<file path="src/rtl/l2cache_control_if.sv">
// L2 controller bus bundle: upstream request/response, datapath status and strobes, pmem handshake, counters.
// Latency: none, the interface is wiring only.
// Backpressure: requests are held until mem_resp; pmem requests are held until pmem_resp.
interface l2cache_control_if #(
    parameter int CNT_WIDTH = 32
);
    logic                 mem_read;
    logic                 mem_write;
    logic                 mem_resp;
    logic                 hit_0;
    logic                 hit_1;
    logic                 lru;
    logic                 valid_lru;
    logic                 dirty_lru;
    logic                 pmem_resp;
    logic                 pmem_read;
    logic                 pmem_write;
    logic                 pmem_addr_sel;
    logic                 load_valid;
    logic                 load_tag;
    logic                 load_dirty;
    logic                 load_data;
    logic                 dirty_in;
    logic                 data_sel;
    logic                 way_sel;
    logic                 lru_load;
    logic                 lru_in;
    logic [CNT_WIDTH-1:0] hit_count;
    logic [CNT_WIDTH-1:0] miss_count;
    logic [CNT_WIDTH-1:0] wb_count;

    // Controller side: consumes requests and status, drives strobes and pmem requests.
    modport slave (
        input  mem_read, mem_write, hit_0, hit_1, lru, valid_lru, dirty_lru, pmem_resp,
        output mem_resp, pmem_read, pmem_write, pmem_addr_sel,
               load_valid, load_tag, load_dirty, load_data, dirty_in, data_sel, way_sel,
               lru_load, lru_in, hit_count, miss_count, wb_count
    );

    // Environment side: upstream arbiter, datapath and physical memory.
    modport master (
        output mem_read, mem_write, hit_0, hit_1, lru, valid_lru, dirty_lru, pmem_resp,
        input  mem_resp, pmem_read, pmem_write, pmem_addr_sel,
               load_valid, load_tag, load_dirty, load_data, dirty_in, data_sel, way_sel,
               lru_load, lru_in, hit_count, miss_count, wb_count
    );
endinterface

</file>
<file path="src/rtl/l2cache_control.sv">
// Sequencing FSM for the two-way LRU L2 datapath with saturating hit/miss/writeback counters.
// Latency: hit responds 1 cycle after the request is seen in IDLE; misses add writeback/fill pmem time.
// Backpressure: upstream held until mem_resp; WRITEBACK/FILL hold pmem requests until pmem_resp.
module l2cache_control #(
    parameter int CNT_WIDTH = 32
) (
    input logic              clk,
    input logic              rst,
    l2cache_control_if.slave bus
);
    typedef enum logic [1:0] {IDLE, CHECK, WRITEBACK, FILL} state_t;

    localparam logic [CNT_WIDTH-1:0] CNT_ONE = {{(CNT_WIDTH-1){1'b0}}, 1'b1};

    state_t               state;
    logic                 missed;
    logic [CNT_WIDTH-1:0] hit_cnt;
    logic [CNT_WIDTH-1:0] miss_cnt;
    logic [CNT_WIDTH-1:0] wb_cnt;

    logic req;
    logic is_write;
    logic hit;
    logic hit_way;

    assign req      = bus.mem_read | bus.mem_write;
    // A simultaneous read and write is serviced as a write.
    assign is_write = bus.mem_write;
    assign hit      = bus.hit_0 | bus.hit_1;
    // Way 0 wins when both ways report a match.
    assign hit_way  = ~bus.hit_0;

    function automatic logic [CNT_WIDTH-1:0] sat_inc(input logic [CNT_WIDTH-1:0] v);
        return (v == {CNT_WIDTH{1'b1}}) ? v : v + CNT_ONE;
    endfunction

    // Combinational strobes and handshakes decoded from the current state and inputs.
    always_comb begin
        bus.mem_resp      = 1'b0;
        bus.pmem_read     = 1'b0;
        bus.pmem_write    = 1'b0;
        bus.pmem_addr_sel = 1'b0;
        bus.load_valid    = 1'b0;
        bus.load_tag      = 1'b0;
        bus.load_dirty    = 1'b0;
        bus.load_data     = 1'b0;
        bus.dirty_in      = 1'b0;
        bus.data_sel      = 1'b0;
        bus.way_sel       = 1'b0;
        bus.lru_load      = 1'b0;
        bus.lru_in        = 1'b0;
        case (state)
            CHECK: begin
                if (req && hit) begin
                    bus.way_sel  = hit_way;
                    bus.mem_resp = 1'b1;
                    bus.lru_load = 1'b1;
                    bus.lru_in   = ~hit_way;
                    if (is_write) begin
                        bus.load_data  = 1'b1;
                        bus.load_dirty = 1'b1;
                        bus.dirty_in   = 1'b1;
                    end
                end
            end
            WRITEBACK: begin
                bus.pmem_write    = 1'b1;
                bus.pmem_addr_sel = 1'b1;
            end
            FILL: begin
                bus.pmem_read = 1'b1;
                bus.way_sel   = bus.lru;
                if (bus.pmem_resp) begin
                    bus.load_data  = 1'b1;
                    bus.data_sel   = 1'b1;
                    bus.load_tag   = 1'b1;
                    bus.load_valid = 1'b1;
                    bus.load_dirty = 1'b1;
                end
            end
            default: ;
        endcase
    end

    // State transitions, the per-request missed flag and the saturating counters.
    always_ff @(posedge clk or posedge rst) begin
        if (rst) begin
            state    <= IDLE;
            missed   <= 1'b0;
            hit_cnt  <= '0;
            miss_cnt <= '0;
            wb_cnt   <= '0;
        end else begin
            case (state)
                IDLE: begin
                    missed <= 1'b0;
                    if (req) state <= CHECK;
                end
                CHECK: begin
                    if (!req) begin
                        state  <= IDLE;
                        missed <= 1'b0;
                    end else if (hit) begin
                        state  <= IDLE;
                        missed <= 1'b0;
                        if (!missed) hit_cnt <= sat_inc(hit_cnt);
                    end else begin
                        missed <= 1'b1;
                        if (!missed) miss_cnt <= sat_inc(miss_cnt);
                        state <= (bus.valid_lru && bus.dirty_lru) ? WRITEBACK : FILL;
                    end
                end
                WRITEBACK: begin
                    if (bus.pmem_resp) begin
                        wb_cnt <= sat_inc(wb_cnt);
                        state  <= FILL;
                    end
                end
                FILL: begin
                    if (bus.pmem_resp) state <= CHECK;
                end
                default: state <= IDLE;
            endcase
        end
    end

    assign bus.hit_count  = hit_cnt;
    assign bus.miss_count = miss_cnt;
    assign bus.wb_count   = wb_cnt;
endmodule

</file>
<file path="src/flat_wrapper.sv">
// flat-port wrapper written by rule: the top's interface ports become plain ports
module l2cache_control_flat 
#(
    parameter int CNT_WIDTH = 32
)
  (clk, rst, bus_mem_read, bus_mem_write, bus_hit_0, bus_hit_1, bus_lru, bus_valid_lru, bus_dirty_lru, bus_pmem_resp, bus_mem_resp, bus_pmem_read, bus_pmem_write, bus_pmem_addr_sel, bus_load_valid, bus_load_tag, bus_load_dirty, bus_load_data, bus_dirty_in, bus_data_sel, bus_way_sel, bus_lru_load, bus_lru_in, bus_hit_count, bus_miss_count, bus_wb_count);
  l2cache_control_if #(.CNT_WIDTH(CNT_WIDTH)) bus_i ();
  input logic clk;
  input logic rst;
  input wire logic [$bits(bus_i.mem_read)-1:0] bus_mem_read;
  input wire logic [$bits(bus_i.mem_write)-1:0] bus_mem_write;
  input wire logic [$bits(bus_i.hit_0)-1:0] bus_hit_0;
  input wire logic [$bits(bus_i.hit_1)-1:0] bus_hit_1;
  input wire logic [$bits(bus_i.lru)-1:0] bus_lru;
  input wire logic [$bits(bus_i.valid_lru)-1:0] bus_valid_lru;
  input wire logic [$bits(bus_i.dirty_lru)-1:0] bus_dirty_lru;
  input wire logic [$bits(bus_i.pmem_resp)-1:0] bus_pmem_resp;
  output wire logic [$bits(bus_i.mem_resp)-1:0] bus_mem_resp;
  output wire logic [$bits(bus_i.pmem_read)-1:0] bus_pmem_read;
  output wire logic [$bits(bus_i.pmem_write)-1:0] bus_pmem_write;
  output wire logic [$bits(bus_i.pmem_addr_sel)-1:0] bus_pmem_addr_sel;
  output wire logic [$bits(bus_i.load_valid)-1:0] bus_load_valid;
  output wire logic [$bits(bus_i.load_tag)-1:0] bus_load_tag;
  output wire logic [$bits(bus_i.load_dirty)-1:0] bus_load_dirty;
  output wire logic [$bits(bus_i.load_data)-1:0] bus_load_data;
  output wire logic [$bits(bus_i.dirty_in)-1:0] bus_dirty_in;
  output wire logic [$bits(bus_i.data_sel)-1:0] bus_data_sel;
  output wire logic [$bits(bus_i.way_sel)-1:0] bus_way_sel;
  output wire logic [$bits(bus_i.lru_load)-1:0] bus_lru_load;
  output wire logic [$bits(bus_i.lru_in)-1:0] bus_lru_in;
  output wire logic [$bits(bus_i.hit_count)-1:0] bus_hit_count;
  output wire logic [$bits(bus_i.miss_count)-1:0] bus_miss_count;
  output wire logic [$bits(bus_i.wb_count)-1:0] bus_wb_count;
  assign bus_i.mem_read = bus_mem_read;
  assign bus_i.mem_write = bus_mem_write;
  assign bus_i.hit_0 = bus_hit_0;
  assign bus_i.hit_1 = bus_hit_1;
  assign bus_i.lru = bus_lru;
  assign bus_i.valid_lru = bus_valid_lru;
  assign bus_i.dirty_lru = bus_dirty_lru;
  assign bus_i.pmem_resp = bus_pmem_resp;
  assign bus_mem_resp = bus_i.mem_resp;
  assign bus_pmem_read = bus_i.pmem_read;
  assign bus_pmem_write = bus_i.pmem_write;
  assign bus_pmem_addr_sel = bus_i.pmem_addr_sel;
  assign bus_load_valid = bus_i.load_valid;
  assign bus_load_tag = bus_i.load_tag;
  assign bus_load_dirty = bus_i.load_dirty;
  assign bus_load_data = bus_i.load_data;
  assign bus_dirty_in = bus_i.dirty_in;
  assign bus_data_sel = bus_i.data_sel;
  assign bus_way_sel = bus_i.way_sel;
  assign bus_lru_load = bus_i.lru_load;
  assign bus_lru_in = bus_i.lru_in;
  assign bus_hit_count = bus_i.hit_count;
  assign bus_miss_count = bus_i.miss_count;
  assign bus_wb_count = bus_i.wb_count;
  l2cache_control #(.CNT_WIDTH(CNT_WIDTH)) u_core (.clk(clk), .rst(rst), .bus(bus_i));
endmodule
</file>
<file path="config.mk">
export PLATFORM = sky130hd
export DESIGN_NAME = l2cache_control_flat
export DESIGN_NICKNAME = d
export VERILOG_FILES = /design/src/rtl/l2cache_control_if.sv /design/src/rtl/l2cache_control.sv /design/src/flat_wrapper.sv
export SDC_FILE = /design/constraint.sdc
export NUM_CORES = 1
export LEC_CHECK = 0
export CAP_MARGIN = 20
export CORE_ASPECT_RATIO = 1.1
export CORE_MARGIN = 2
export CORE_UTILIZATION = 50
export CTS_CLUSTER_SIZE = 24
export DETAILED_ROUTE_END_ITERATION = 10
export PLACE_DENSITY = 0.8
export SYNTH_ARGS = -nofsm -noshare
export SYNTH_HDL_FRONTEND = slang
export SYNTH_SLANG_ARGS = --single-unit
</file>
<file path="constraint.sdc">
create_clock -name clk -period 4.9 [get_ports clk]
set_input_delay 1.225 -clock clk [delete_from_list [all_inputs] [get_ports clk]]
set_output_delay 1.225 -clock clk [all_outputs]
set_load 0.005 [all_outputs]
</file>
# Word-level counts from Yosys, hierarchy flattened
# Index checks and enable logic that the tools add are counted.
[word_totals]
inputBits = 10
ramBits = 0
wordCells = 57
latch_bits = 0
mem_bits_ro = 0
mem_count = 0
output_inout_bits = 109
regBits = 99
[op_classes]
div_mod_pow = 0
n_shift = 0
bitwise_logic = 8
magnitude_cmp = 0
n_reduce_logical = 8
n_mul = 0
addsub = 3
n_mux = 24
n_eq_ne = 9
[op_table]
columns = ["cell", "count"]
rows = [
  ["32-bit by 1-bit adder with 32-bit output (second input constant)", 3],
  ["32-bit equality test (second input constant)", 3],
  ["1-bit 2-to-1 mux", 15],
  ["2-bit 2-to-1 mux", 5],
  ["5-bit AND reduction", 2],
  ["2-bit case mux with 4 select lines", 1],
  ["1-bit NOT", 6],
  ["1-bit case mux with 2 select lines", 3],
  ["3-bit AND reduction", 2],
  ["2-bit equality test (second input constant)", 2],
  ["2-bit inequality test (second input constant)", 2],
  ["2-bit by 1-bit equality test with 1-bit output (second input constant)", 1],
  ["1-bit logical AND", 2],
  ["2-bit logical NOT", 1],
  ["2-bit by 1-bit inequality test with 1-bit output (second input constant)", 1],
  ["1-bit bitwise OR", 2],
  ["2-bit nonzero test", 1],
]

# Depth between registers and ports, before layout
# Gate-level depths: netlist (run 1).
[logic_depth]
depth_word = 5
depth_mapped = 8
depth_no_buf = 7

# Worst setup path before layout (run 1)
# Ideal clock, no wire load.
[synth_timing]
path_type = "input port to output port"
start = "input bus_hit_1"
end = "output bus_load_dirty"
n_path_buf = 1
setup_slack_ns = 1.534
cell_stages = 4
required_ns = 3.675
arrival_ns = 2.141
path_cell_list = "or2_2 > and3_1 > or2_2 > buf_4"
[synth_via]
elab_chain_len = 4
[synth_lines]
columns = ["element", "line_no", "text"]
rows = [
  ["from (decl)", "flat_wrapper.sv:13", "input wire logic [$bits(bus_i.hit_1)-1:0] bus_hit_1;"],
  ["1-bit bitwise OR", "l2cache_control.sv:29", "assign hit = bus.hit_0 | bus.hit_1;"],
  ["1-bit logical AND", "l2cache_control.sv:54", "if (req && hit) begin"],
  ["1-bit 2-to-1 mux", "--", ""],
  ["1-bit case mux with 2 select lines", "--", ""],
  ["to (decl)", "flat_wrapper.sv:24", "output wire logic [$bits(bus_i.load_dirty)-1:0] bus_load_dirty;"],
]
# Every way passes these cells.

# Worst setup path after layout (run 1)
[layout_timing]
start = "input bus_hit_1"
end = "output bus_load_dirty"
[layout_via]
elab_chain_len = 4
[layout_lines]
columns = ["element", "line_no", "text"]
rows = [
  ["1-bit bitwise OR", "l2cache_control.sv:29", ""],
  ["1-bit logical AND", "l2cache_control.sv:54", ""],
  ["1-bit 2-to-1 mux", "l2cache_control.sv:54", ""],
  ["1-bit case mux with 2 select lines", "l2cache_control.sv:52", "case (state)"],
]
# Every way passes these cells.

==> summary.md, run 1 <==
| Metric | Value |
|---|---|
| Largest net degree at the start of global routing | 79 |
| Yosys top cell by area | dfrtp_1 |
| Yosys top cell area share | 49.6% |
| Asr flop ratio synth | 100% |
| Root Buffer | clkbuf_8 |
| Critical path capture point type | output port |
| Register area share after synthesis | 49.6% |
| Syn-to-layout area delta | 29.6% |
| DR pass1 iterations | 4 |
| Post-CTS setup buffer count | 0 |
| Status | completed |
| CP Depth | 5 |
| Setup_tns | 0 ns |
| DP Worst Slack | 0.664 ns |
| Antenna Nets Post-Route | 0 |
| Routed wire length | 11500 um |
| Syn Nets | 478 |
| Max-cap viol count | 0 |
| IO Count | 119 |
| All-layer global routing usage | 21.9% |
| Max-slew violation count | 0 |
| Synth Flop Type | dfrtp_1 |
| # nets final | 600 |
| Fin util | 66.1% |
| Die footprint | 10800 um^2 |
| Kind of critical path | input pin to output port |
| Worst hold path class | flop to flop |
| CTS buffer count | 9 |
| Gpl congestion | 0.819 |
| Core ar. | 9790 um^2 |
| Most numerous cell in the Yosys netlist | dfrtp_1 |
| Final period utilization | 86.6% |
| DRC | 0 |
| Worst setup margin | 0.654 ns |
| CTS Hold Bufs | 0 |
| Longest Clk Path Bufs | 2 |
| Crit-path max cell delay | 0.45 ns |
| Synth warn | 0 |
| Max rail drop VDD | 0.153 mV |
| Worst slew margin | 38.3% |
| WHS | 0.499 ns |
| Avg WL per Cell | 16.3 um |
| Post-Syn Area per Cell | 10.8 um^2 |
| Antenna violations before repair | 0 |
| Unrepaired setup endpoints after global routing | false |
| Crit path required time | 3.67 ns |
| Setup crit start | bus_hit_1 |
| Distinct cells, synth | 49 |
| FF-to-FF path depth | 7 |
| PostCTS Resize Cnt | 0 |
| Arrival @ worst endpoint | 3.02 ns |
| Reg2reg end | u_core.bus.miss_count[1] |
| Worst Skew | 0.00830 ns |
| Initial Util | 51.0% |
| Rows | 38 |
| Lkg Pwr | 2.90 nW |
| Vias | 3967 |
| Synth top area cells | dfrtp_1 (50%), xnor2_1 (10%), xor2_1 (5.8%), nand4_1 (4.6%), nand3_1 (3.4%) |
| Worst-Skew Late Latency | 0.37 ns |
| Vias in the first global route | 3935 |
| First-pass GRT wire length | 19100 um |
| FF-to-FF Start | u_core.state[1] |
| Flop2flop setup slack | 2.49 ns |
| Number of flops mapped to enable cells by yosys | 0 |
| Mapped Area | 5000 um^2 |
| CTS tree | done |
| Share of cells above drive strength 1 | 7.00% |
| Post-Synthesis Cells | 461 |
| Crit path time final | 4.25 ns |
| Worst slew pin tran | 0.926 ns |
| Buf+Inv Stages, Crit Path | 2 |
| Crit path max fanout | 4 |
| DIE HEIGHT | 109 um |
| Final setup vio count | 0 |
| Die W | 99.3 um |
| Ant. Diodes | 0 |
| Clk pin slew, worst setup/hold paths | 0.09 ns |
| Critical path destination | bus_load_dirty |
| Via density | 5.62 |
| Fmax | 0.236 GHz |
| Initial drt markers | 179 |
| Port Buf Inserts | 118 |
| CP Cell Sequence | clkdlybuf4s50_1 > or2_2 > and3_1 > or2_2 > clkdlybuf4s50_1 |
| Post-synthesis register bit count | 99 |
| Most instantiated cells after synthesis | dfrtp_1 (99), xnor2_1 (57), nor2_1 (39) |
| Total clock sinks | 99 |
| Largest delay contributor family on the critical path | simple AND/OR/NAND/NOR gates |
| Final hold vios | 0 |
| H-tree Lvls | 3 |
| Worst setup SP type | input pin |
| Power density over the cells | 291 nW/um^2 |
| Total congestion overflow | 0 |
| Hpwl dp | 8510 um |
| CP max-delay cell | clkdlybuf4s50_1 |
[per-layer routing]
metal	wire length (um)	global-route usage, %	vias to the layer above	part of all wire [%]
met2	5540	35.1	124	48
met3	653	3.97	14	5.7
met4	125	8.41	0	1.1
met1	5220	29.8	1970	45
li1	-	-	1859	-
met5	0	0	-	0
[stage by stage]
step | cell area, um^2 | total power [mW] | std cells
final | 6470 | 1.89 | 706
after global placement | 6280 | 1.35 | 692
after detailed placement | 6280 | 1.36 | 692
after CTS | 6470 | 1.90 | 706
after floorplan | 5000 | 1.16 | 461
after global routing | 6470 | 1.98 | 706
[cell families after synthesis]
group,Yosys count,synth area share [%]
xor+xnor,90,15.8
mux,4,0.952
compound gates,20,3.66
buf+inv,19,2.13
simple gates,222,26.1
fa+ha+maj,7,1.75
flops,99,49.6
[sequential cells by signal, summed over array words and instances, names as in the netlist]
signal and flops:
u_core.missed 1, u_core.bus.miss_count 32, u_core.state 2, u_core.bus.hit_count 32
u_core.bus.wb_count 32
[worst min-delay path by stage]
| stage | depth (start not counted) | end | startpoint | slack (ns) |
|---|---|---|---|---|
| detailed placement | 1 | u_core.bus.hit_count[18] | u_core.bus.hit_count[18] | 0.48 |
| CTS | 1 | u_core.bus.hit_count[19] | u_core.bus.hit_count[19] | 0.50 |
| global placement | 1 | u_core.bus.miss_count[29] | u_core.bus.miss_count[29] | 0.48 |
| finish | 1 | u_core.bus.wb_count[27] | u_core.bus.wb_count[27] | 0.50 |
| global route | 1 | u_core.bus.hit_count[19] | u_core.bus.hit_count[19] | 0.52 |
| floorplan | 1 | u_core.missed | u_core.missed | 0.45 |
[where the power goes]
| part | internal [mW] | switching, mW |
|---|---|---|
| clock network | 0.282 | 0.263 |
| registers | 0.873 | 0.0767 |
| logic | 0.223 | 0.169 |
| total | 1.38 | 0.509 |
[placed cells by master (no fill, tap or decap), drive strengths merged, types with 3 or more instances in the layout]
cell / count
nand3: 34
clkbuf: 11
nor4: 3
nor3: 20
and2: 4
inv: 10
nand2: 30
a21oi: 4
ha: 7
o21ai: 4
or3: 3
and4: 9
a31oi: 3
xnor2: 57
or2: 6
nand4: 39
and3: 27
clkdlybuf4s50: 118
dfrtp: 99
nor2: 39
xor2: 33
mux2: 3
[area by class of cell]
cell class                 instances  area, um^2
clock buffer                      11         131
clock inverter                     3        65.1
sequential                        99        2480
inverter                          10        40.0
timing repair buffer             120        1200
multi-input combinational        343        2410
tap                              120         150
fill                             765        3320
Note: power is estimated with default switching activity, not from simulation.
==> run 2, diff against run 1 <==
Clock period 4.9 ns to 4.3 ns, I/O delays scaled along.
==> run 2 against run 1 <==
  * Global-route usage about the same
  * Count of clock-buffer cells in the layout increased by 1
  * Clock power grew 17%
  * Clock skew increased by 0.0019 ns
  * Combinational power increased by 14%
  * Register-to-register slack got worse by 0.59 ns
  * Die area is the same
  * Flip-flop and latch count unchanged
  * Critical endpoint is now bus_load_data
==> summary.md, run 2 (synthesis results as in run 1) <==
| Metric | Value |
|---|---|
| Status | completed |
| Worst setup SP type | input pin |
| Die W | 99.3 um |
| Post-CTS setup buffer count | 0 |
| Clk pin slew, worst setup/hold paths | 0.09 ns |
| Max-cap viol count | 0 |
| Fin cells | 709 |
| Antenna violations before repair | 0 |
| Longest Clk Path Bufs | 2 |
| WHS | 0.499 ns |
| Arrival @ worst endpoint | 2.86 ns |
| DRC | 0 |
| Critical path capture point type | output port |
| Gpl congestion | 0.799 |
| First-pass GRT wire length | 18800 um |
| Hpwl dp | 8720 um |
| Via density | 5.59 |
| Syn-to-layout area delta | 30.0% |
| Port Buf Inserts | 118 |
| Fill cell count | 754 |
| Setup_tns | 0 ns |
| # nets final | 601 |
| NetSw | 0.605 mW |
| Final period utilization | 91.4% |
| Routed wire length | 11600 um |
| CTS Hold Bufs | 0 |
| Rows | 38 |
| Clock power frac | 29.4% |
| IO Count | 119 |
| Fmax | 0.254 GHz |
| Unrepaired setup endpoints after global routing | false |
| DIE HEIGHT | 109 um |
| Share of cells above drive strength 1 | 7.81% |
| Cell-internal power | 1.56 mW |
| Vias | 3966 |
| Share of total power in sequential cells | 49.9% |
| Placed insts | 693 |
| Worst Skew | 0.0102 ns |
| Lkg Pwr | 2.91 nW |
| Worst slew pin tran | 0.661 ns |
| Final instance area | 6500 um^2 |
| Die footprint | 10800 um^2 |
| Root Buffer | clkbuf_8 |
| Crit path time final | 3.93 ns |
| Max rail drop VDD | 0.176 mV |
| DP Worst Slack | 0.368 ns |
| Worst slew margin | 56.0% |
| Vias in the first global route | 3897 |
| H-tree Lvls | 3 |
| Largest net degree at the start of global routing | 54 |
| Kind of critical path | input pin to output port |
| Crit path required time | 3.22 ns |
| Pwr Total | 2.17 mW |
| Worst hold path class | flop to flop |
| Crit path max fanout | 4 |
| Most frequent cells in the layout | clkdlybuf4s50_1 (118), dfrtp_1 (99), xnor2_1 (57), nor2_1 (39), nand4_1 (37) |
| Antenna Nets Post-Route | 0 |
| PostCTS Resize Cnt | 0 |
| Max-slew violation count | 0 |
| Core ar. | 9790 um^2 |
| CTS buffer count | 9 |
| Ant. Diodes | 0 |
| Avg WL per Cell | 16.4 um |
| Total clock sinks | 99 |
| Net Sw Frac | 27.9% |
| Worst-Skew Late Latency | 0.37 ns |
| CTS tree | done |
| Power density over the cells | 334 nW/um^2 |
| Total congestion overflow | 0 |
| Cell Area, Placed | 6280 um^2 |
| Most common cell after layout, fill and taps aside | clkdlybuf4s50_1 |
| Initial drt markers | 118 |
| Final hold vios | 0 |
| Comb pwr share | 20.6% |
| Initial Util | 51.0% |
| Final setup vio count | 0 |
| All-layer global routing usage | 21.9% |
| Worst setup margin | 0.369 ns |
| DR pass1 iterations | 4 |
| Fin util | 66.3% |
==> run 2: changes by cell type in the layout (fill, tap and decap cells not counted) <==
cell        previous run  this run
bufinv_16              2         1
buf_4                  2         3
clkinv_2               1         2
clkinvlp_4             0         1
clkbuf_8               9        12
clkbuf_1               2         0
==> run 2: power by group through the flow <==
stage               clock network (mW)  logic (mW)  registers (mW)
floorplan                            0       0.231            1.09
global route                     0.682       0.497            1.10
detailed placement                   0       0.451            1.10
CTS                              0.640       0.453            1.08
finish                           0.638       0.447            1.08
global placement                     0       0.441            1.09
==> run 2: path summary, 6_finish.rpt <==
path	start	end	slack [ns]	depth (start not counted)
hold reg to reg	u_core.bus.miss_count[7]	u_core.bus.miss_count[7]	0.50	1
min in group asynchronous	rst	u_core.bus.miss_count[27]	1.15	2
hold / removal	u_core.bus.miss_count[7]	u_core.bus.miss_count[7]	0.50	1
setup / recovery	bus_hit_1	bus_load_data	0.37	5
setup reg to reg	u_core.state[1]	u_core.bus.miss_count[1]	1.90	7
max in group asynchronous	rst	u_core.bus.hit_count[12]	2.38	3
==> run 2: layout make-up <==
cell class,instances,area [um^2],area share [%]
inverter,10,40.0,0.616
multi-input combinational,343,2410,37.1
timing repair buffer,121,1200,18.5
tap,120,150,2.31
clock buffer,12,165,2.54
sequential,99,2480,38.1
clock inverter,4,47.5,0.732
==> run 2: worst max-delay path, cell delays in order <==
cell and delay (ns):
clkdlybuf4s50_1 0.46, or2_2 0.35, and3_1 0.24, or2_2 0.29
clkdlybuf4s50_1 0.44
==> run 2: per-layer routing <==
| layer | wire, um | track usage [%] | part of all wire (%) | up-vias |
|---|---|---|---|---|
| met2 | 5620 | 35.8 | 48 | 124 |
| met4 | 153 | 6.85 | 1.3 | 0 |
| met3 | 588 | 4.87 | 5.1 | 16 |
| met1 | 5270 | 29.2 | 45 | 1959 |
| met5 | 0 | 0 | 0 | - |
| li1 | - | - | - | 1867 |
